==> src/rtl/core_data_mem_responder_if.sv <==
// Core data-memory bus: request from the core, completion back.
// Ready/Err are one-cycle pulses; MemData is qualified by Ready.
interface core_data_mem_responder_if #(
  parameter int DATA_WIDTH = 32,
  parameter int ADDR_WIDTH = 32
);
  logic                  MemRead;
  logic                  MemWrite;
  logic [ADDR_WIDTH-1:0] RWAddress;
  logic [DATA_WIDTH-1:0] WriteData;
  logic [DATA_WIDTH-1:0] MemData;
  logic                  Ready;
  logic                  Err;

  modport master (
    output MemRead, MemWrite,
    output RWAddress, WriteData,
    input  MemData, Ready, Err
  );

  modport slave (
    input  MemRead, MemWrite,
    input  RWAddress, WriteData,
    output MemData, Ready, Err
  );
endinterface

==> src/rtl/core_data_mem_responder.sv <==
// Data-memory target: word RAM plus GPIO out/in registers,
// programmable wait states, Ready/Err completion pulse.
module core_data_mem_responder #(
  parameter int DATA_WIDTH  = 32,
  parameter int ADDR_WIDTH  = 32,
  parameter int DEPTH_WORDS = 64,
  parameter logic [ADDR_WIDTH-1:0] BASE_ADDR = 32'h1001_0000,
  parameter logic [ADDR_WIDTH-1:0] IO_BASE   = 32'h1001_0400,
  parameter int WAIT_STATES = 1
) (
  input  logic                  clk,
  input  logic                  rst,
  core_data_mem_responder_if.slave bus,
  input  logic [DATA_WIDTH-1:0] gpio_in,
  output logic [DATA_WIDTH-1:0] gpio_out
);

  localparam int IDX_W = $clog2(DEPTH_WORDS);
  localparam logic [ADDR_WIDTH-1:0] RAM_SPAN =
    ADDR_WIDTH'(4 * DEPTH_WORDS);
  localparam logic [ADDR_WIDTH-1:0] IN_ADDR =
    IO_BASE + ADDR_WIDTH'(4);

  typedef enum logic [1:0] {
    IDLE,
    WAIT,
    RESP
  } state_t;

  state_t                r_state;
  state_t                w_state_nx;
  logic [3:0]            r_cnt;
  logic                  r_rd;
  logic                  r_wr;
  logic [ADDR_WIDTH-1:0] r_addr;
  logic [DATA_WIDTH-1:0] r_wdata;
  logic [DATA_WIDTH-1:0] r_memdata;
  logic [DATA_WIDTH-1:0] r_gpio_out;
  logic [DATA_WIDTH-1:0] r_sync1;
  logic [DATA_WIDTH-1:0] r_sync2;
  logic [DATA_WIDTH-1:0] r_mem [DEPTH_WORDS];

  logic                  w_req;
  logic [ADDR_WIDTH-1:0] w_off;
  logic [IDX_W-1:0]      w_idx;
  logic                  w_in_ram;
  logic                  w_is_out;
  logic                  w_is_in;
  logic                  w_err;
  logic                  w_resp;
  logic                  w_rd_ok;
  logic                  w_wr_ok;
  logic [DATA_WIDTH-1:0] w_rdata;

  assign w_req    = bus.MemRead | bus.MemWrite;
  assign w_off    = r_addr - BASE_ADDR;
  assign w_idx    = w_off[IDX_W+1:2];
  assign w_in_ram = (r_addr >= BASE_ADDR) &&
                    (w_off < RAM_SPAN);
  assign w_is_out = (r_addr == IO_BASE);
  assign w_is_in  = (r_addr == IN_ADDR);

  // Rejected accesses leave every register and RAM word untouched.
  assign w_err = (r_addr[1:0] != 2'b00) ||
                 !(w_in_ram || w_is_out || w_is_in) ||
                 (r_wr && w_is_in) ||
                 (r_rd && r_wr);

  assign w_resp  = (r_state == RESP);
  assign w_rd_ok = w_resp && r_rd && !w_err;
  assign w_wr_ok = w_resp && r_wr && !w_err;

  always_comb begin
    w_rdata = '0;
    unique case (1'b1)
      w_in_ram: w_rdata = r_mem[w_idx];
      w_is_out: w_rdata = r_gpio_out;
      w_is_in:  w_rdata = r_sync2;
      default:  w_rdata = '0;
    endcase
  end

  always_comb begin
    w_state_nx = r_state;
    unique case (r_state)
      IDLE: begin
        if (w_req) begin
          w_state_nx = (WAIT_STATES == 0) ? RESP : WAIT;
        end
      end
      WAIT: begin
        if (r_cnt <= 4'd1) begin
          w_state_nx = RESP;
        end
      end
      RESP:    w_state_nx = IDLE;
      default: w_state_nx = IDLE;
    endcase
  end

  always_ff @(posedge clk or negedge rst) begin
    if (!rst) begin
      r_state    <= IDLE;
      r_cnt      <= '0;
      r_rd       <= 1'b0;
      r_wr       <= 1'b0;
      r_addr     <= '0;
      r_wdata    <= '0;
      r_memdata  <= '0;
      r_gpio_out <= '0;
      r_sync1    <= '0;
      r_sync2    <= '0;
    end else begin
      r_state <= w_state_nx;
      r_sync1 <= gpio_in;
      r_sync2 <= r_sync1;
      if (r_state == IDLE && w_req) begin
        r_rd    <= bus.MemRead;
        r_wr    <= bus.MemWrite;
        r_addr  <= bus.RWAddress;
        r_wdata <= bus.WriteData;
        r_cnt   <= 4'(WAIT_STATES);
      end else if (r_state == WAIT) begin
        r_cnt <= r_cnt - 4'd1;
      end
      if (w_wr_ok && w_is_out) begin
        r_gpio_out <= r_wdata;
      end
      if (w_rd_ok) begin
        r_memdata <= w_rdata;
      end
    end
  end

  always_ff @(posedge clk) begin
    if (w_wr_ok && w_in_ram) begin
      r_mem[w_idx] <= r_wdata;
    end
  end

  // Read data is live during the response cycle, then held.
  assign bus.MemData = w_rd_ok ? w_rdata : r_memdata;
  assign bus.Ready   = w_resp;
  assign bus.Err     = w_resp && w_err;
  assign gpio_out    = r_gpio_out;

endmodule
==> src/flat_wrapper.sv <==
// flat-port wrapper written by rule: the top's interface ports become plain ports
module core_data_mem_responder_flat 
#(
  parameter int DATA_WIDTH  = 32,
  parameter int ADDR_WIDTH  = 32,
  parameter int DEPTH_WORDS = 64,
  parameter logic [ADDR_WIDTH-1:0] BASE_ADDR = 32'h1001_0000,
  parameter logic [ADDR_WIDTH-1:0] IO_BASE   = 32'h1001_0400,
  parameter int WAIT_STATES = 1
)
  (clk, rst, gpio_in, gpio_out, bus_MemRead, bus_MemWrite, bus_RWAddress, bus_WriteData, bus_MemData, bus_Ready, bus_Err);
  core_data_mem_responder_if #(.DATA_WIDTH(DATA_WIDTH), .ADDR_WIDTH(ADDR_WIDTH)) bus_i ();
  input  logic clk;
  input  logic rst;
  input  logic [DATA_WIDTH-1:0] gpio_in;
  output logic [DATA_WIDTH-1:0] gpio_out;
  input wire logic [$bits(bus_i.MemRead)-1:0] bus_MemRead;
  input wire logic [$bits(bus_i.MemWrite)-1:0] bus_MemWrite;
  input wire logic [$bits(bus_i.RWAddress)-1:0] bus_RWAddress;
  input wire logic [$bits(bus_i.WriteData)-1:0] bus_WriteData;
  output wire logic [$bits(bus_i.MemData)-1:0] bus_MemData;
  output wire logic [$bits(bus_i.Ready)-1:0] bus_Ready;
  output wire logic [$bits(bus_i.Err)-1:0] bus_Err;
  assign bus_i.MemRead = bus_MemRead;
  assign bus_i.MemWrite = bus_MemWrite;
  assign bus_i.RWAddress = bus_RWAddress;
  assign bus_i.WriteData = bus_WriteData;
  assign bus_MemData = bus_i.MemData;
  assign bus_Ready = bus_i.Ready;
  assign bus_Err = bus_i.Err;
  core_data_mem_responder #(.DATA_WIDTH(DATA_WIDTH), .ADDR_WIDTH(ADDR_WIDTH), .DEPTH_WORDS(DEPTH_WORDS), .BASE_ADDR(BASE_ADDR), .IO_BASE(IO_BASE), .WAIT_STATES(WAIT_STATES)) u_core (.clk(clk), .rst(rst), .bus(bus_i), .gpio_in(gpio_in), .gpio_out(gpio_out));
endmodule
==> config.mk <==
export PLATFORM = sky130hd
export DESIGN_NAME = core_data_mem_responder_flat
export DESIGN_NICKNAME = d
export VERILOG_FILES = /design/src/rtl/core_data_mem_responder_if.sv /design/src/rtl/core_data_mem_responder.sv /design/src/flat_wrapper.sv
export SDC_FILE = /design/constraint.sdc
export NUM_CORES = 2
export LEC_CHECK = 0
export CAP_MARGIN = 20
export CORE_ASPECT_RATIO = 1.4
export CORE_UTILIZATION = 45
export CTS_BUF_LIST = sky130_fd_sc_hd__clkbuf_8 sky130_fd_sc_hd__clkbuf_16
export DETAILED_ROUTE_END_ITERATION = 10
export PLACE_DENSITY = 0.59
export REMOVE_ABC_BUFFERS = 1
export SLEW_MARGIN = 20
export SYNTH_ARGS = -nofsm -noshare
export SYNTH_HDL_FRONTEND = slang
export SYNTH_SLANG_ARGS = --single-unit
export TNS_END_PERCENT = 1
==> constraint.sdc <==
create_clock -name clk -period 9.53 [get_ports clk]
set_input_delay 2.3825 -clock clk [delete_from_list [all_inputs] [get_ports clk]]
set_output_delay 2.3825 -clock clk [all_outputs]
set_load 0.1 [all_outputs]
==> flow_summary.yaml <==
run_status:
  status: "complete, no violations"
die:
  dieArea_mm2: 0.1927
  start_util_pct: 45.36
  core_mm2: 0.1894
  dieHeight_um: 519.0
  core.rowCount: 189
  ios: 166
  dieWidth_um: 371.3
route:
  viasPerCell: 6.300
  avgRoutedWirePerCell_um: 36.04
  drtAntennaViolNets: 0
  drtPass1Iterations: 6
  dr.first_iter.drc_count: 5872
  vias: 44390
  drc: 0
  drt-total-wl_um: 253900
power_and_ir_drop:
  swShare_pct: 31.97
  p_leak_nw: 32.02
  seqPwrFrac_pct: 45.2
  p_per_area_mw_per_mm2: 298.2
  clock_power_share_pct: 28.4
  vdd.ir_drop.worst_mv: 0.2117
  combPwrFrac_pct: 26.4
  power.switching_mw: 9.365
  internal_power_mw: 19.93
critical_path:
  cp_max_fo: 11
  critPathKind: "reg -> out"
  required_ps: 7150
  cp-start-kind: "flop"
  cp-end-kind: "output port"
  critPathArrivalTime_ps: 6090
yosys:
  synth_cells: 4060
  synth-async-reset-ratio_pct: 8.897
  yosys_warnings: 0
  netlist_area_mm2: 0.08591
  syn_avg_cell_area_um2: 21.16
  seq_area_frac_synth_pct: 77.41
  synth_edf_count: 2048
  yosys_most_used_dff: "edfxtp_1"
  ys_types: 72
  ys_ff_latch: 2248
clock_tree:
  numCtsBuffers: 215
  clock_latency_ps: 860
  root_buffer: "clkbuf_16"
  cts_sinks: 2248
  cts_resized: 0
  cts_max_level: 4
  cts_tree: "built"
  post_cts_buffers: 0
  cts_hold_buf: 0
  clk_pin_slew_ps: 60
  clk_path_buf_depth: 4
finish:
  final_core_util_pct: 51.87
  drive_above_1_share_pct: 24.62
  nets: 4488
  final_common_cell: "edfxtp_1"
  syn2layout_area_growth_pct: 14.37
  final_cell_mix: "2048 x edfxtp_1, 426 x mux4_2, 247 x mux2i_1, 217 x clkbuf_16"
  final_area_mm2: 0.09826
  fillCellCount: 14750
place:
  dp_slack_ps: 1579
  gp_congestion: 0.8294
  portBuffers: 165
  dp_hpwl_um: 144900
  placed_area_mm2: 0.09145
global_route:
  grt_max_degree: 124
  grt_pass1_vias: 44110
  grt_use_total_pct: 26.38
  grt_overflow_total: 0
  antenna_found_initial: 12
  grt_pass1_wl_um: 351500
sta:
  post-route-period-util_pct: 88.93
  slew_viol_final: 0
  hold_viol_final: 0
  worstMarginPinSlew_ps: 1190
  rsz0062_at_grt: "false"
  relSlewSlack_pct: 20.48
  setup_viol: 0
  setup-tns-final_ps: 0
  clock.fmax_ghz: 0.1180
  fin_ws_ps: 1055
  min_period_ps: 8475
  finalClockSkew_ps: 60.06
min_path:
  hold_class: "reg -> reg"
flow_run:
  cap_violations: 0
-- stage by stage --
step	power, mW	hold WS, ps	instances
6_report	29.30	344.6	7045
5_1_grt	30.15	354.7	7042
4_1_cts	29.40	347.3	7041
3_5_place_dp	21.16	334.7	6652
3_3_place_gp	21.05	333.4	6652
2_1_floorplan	18.80	331.2	3839
-- cells by family after synthesis --
family,share of synthesized area (%)
AND/OR/NAND/NOR,2.188
buffers and inverters,1.485
flip-flops,77.41
XOR/XNOR,0.01020
adder cells (fa/ha/maj),0.02912
multiplexers,15.85
AO/OA/AOI/OAI,3.023
-- final timing paths --
| path | start | endpoint | slack (ps) | depth (start not counted) |
|---|---|---|---|---|
| setup / recovery | u_core.r_addr[11] | bus_MemData[7] | 1050 | 8 |
| hold / removal | u_core.r_sync1[28] | u_core.r_sync2[28] | 340 | 0 |
| setup reg to reg | u_core.r_addr[20] | u_core.r_mem[9][2] | 4360 | 8 |
| hold reg to reg | u_core.r_sync1[28] | u_core.r_sync2[28] | 340 | 0 |
| max in group asynchronous | rst | u_core.r_sync1[30] | 6580 | 2 |
| min in group asynchronous | rst | u_core.r_wdata[4] | 1510 | 1 |
-- power groups by stage --
stage | Clock, mW | Sequential (mW) | Combinational [mW]
6_report | 8.31 | 13.3 | 7.73
5_1_grt | 8.75 | 13.3 | 8.08
4_1_cts | 8.43 | 13.2 | 7.74
3_5_place_dp | 0 | 13.4 | 7.72
3_3_place_gp | 0 | 13.4 | 7.66
2_1_floorplan | 0 | 13.9 | 4.94
-- area by class of cell --
type | count | area, µm² | share of cell area (%)
Antenna cell | 4 | 10.01 | 0.01019
Clock buffer | 229 | 5595 | 5.695
Clock inverter | 160 | 1165 | 1.186
Inverter | 6 | 27.53 | 0.02802
Multi-Input combinational cell | 1585 | 18730 | 19.06
Sequential cell | 2248 | 66590 | 67.77
Tap cell | 2483 | 3107 | 3.162
Timing Repair Buffer | 330 | 3030 | 3.084
-- synth_stat cells, drive strengths merged (4+ instances only) --
cell type,count,area [µm²]
a211oi,18,135.1
o31ai,6,45.04
nand3,40,200.2
a2111oi,4,36.29
nor4,8,50.05
mux2i,247,2472
o32ai,7,61.31
inv,4,15.01
buf,137,938.4
nand2b,13,81.33
mux2,138,1554
o211ai,7,52.55
nand4,23,143.9
clkbuf,84,315.3
dfrtp,200,5005
o41ai,7,61.31
a221oi,4,35.03
o221ai,51,446.7
and2,11,68.82
nor3,17,101.4
and3,6,37.54
a21oi,52,260.3
nor2,115,439.2
a31oi,6,37.54
o21ai,59,295.3
mux4,426,9594
a22oi,38,285.3
nand2,121,454.2
nor3b,7,52.55
nor2b,13,81.33
edfxtp,2048,61500
a32oi,13,113.9
o22ai,79,494.2
o2111ai,5,43.79
-- worst max-delay path: stages, from the launching register on --
cell and delay, ps:
dfrtp_1 370, nor4_1 620, nand2_1 250, nor4_2 880, nor2b_4 870, buf_4 410
a22oi_1 170, o21ai_0 400, clkdlybuf4s50_1 1290
-- per-layer routing --
| metal | global-route usage (%) | share of wire, % |
|---|---|---|
| met5 | 0 | 0.011 |
| met4 | 8.264 | 3.2 |
| met3 | 4.525 | 8.6 |
| met2 | 42.63 | 49 |
| met1 | 36.59 | 39 |
-- flip-flops by register name, indices dropped and copies added (netlist names) --
name	count
u_core.r_wdata	32
u_core.r_cnt	4
u_core.r_mem	2048
u_core.r_rd	1
u_core.r_addr	32
u_core.r_sync2	32
u_core.r_state	2
u_core.gpio_out	32
u_core.r_wr	1
u_core.r_memdata	32
u_core.r_sync1	32
Note: power is estimated with default switching activity, not from simulation.
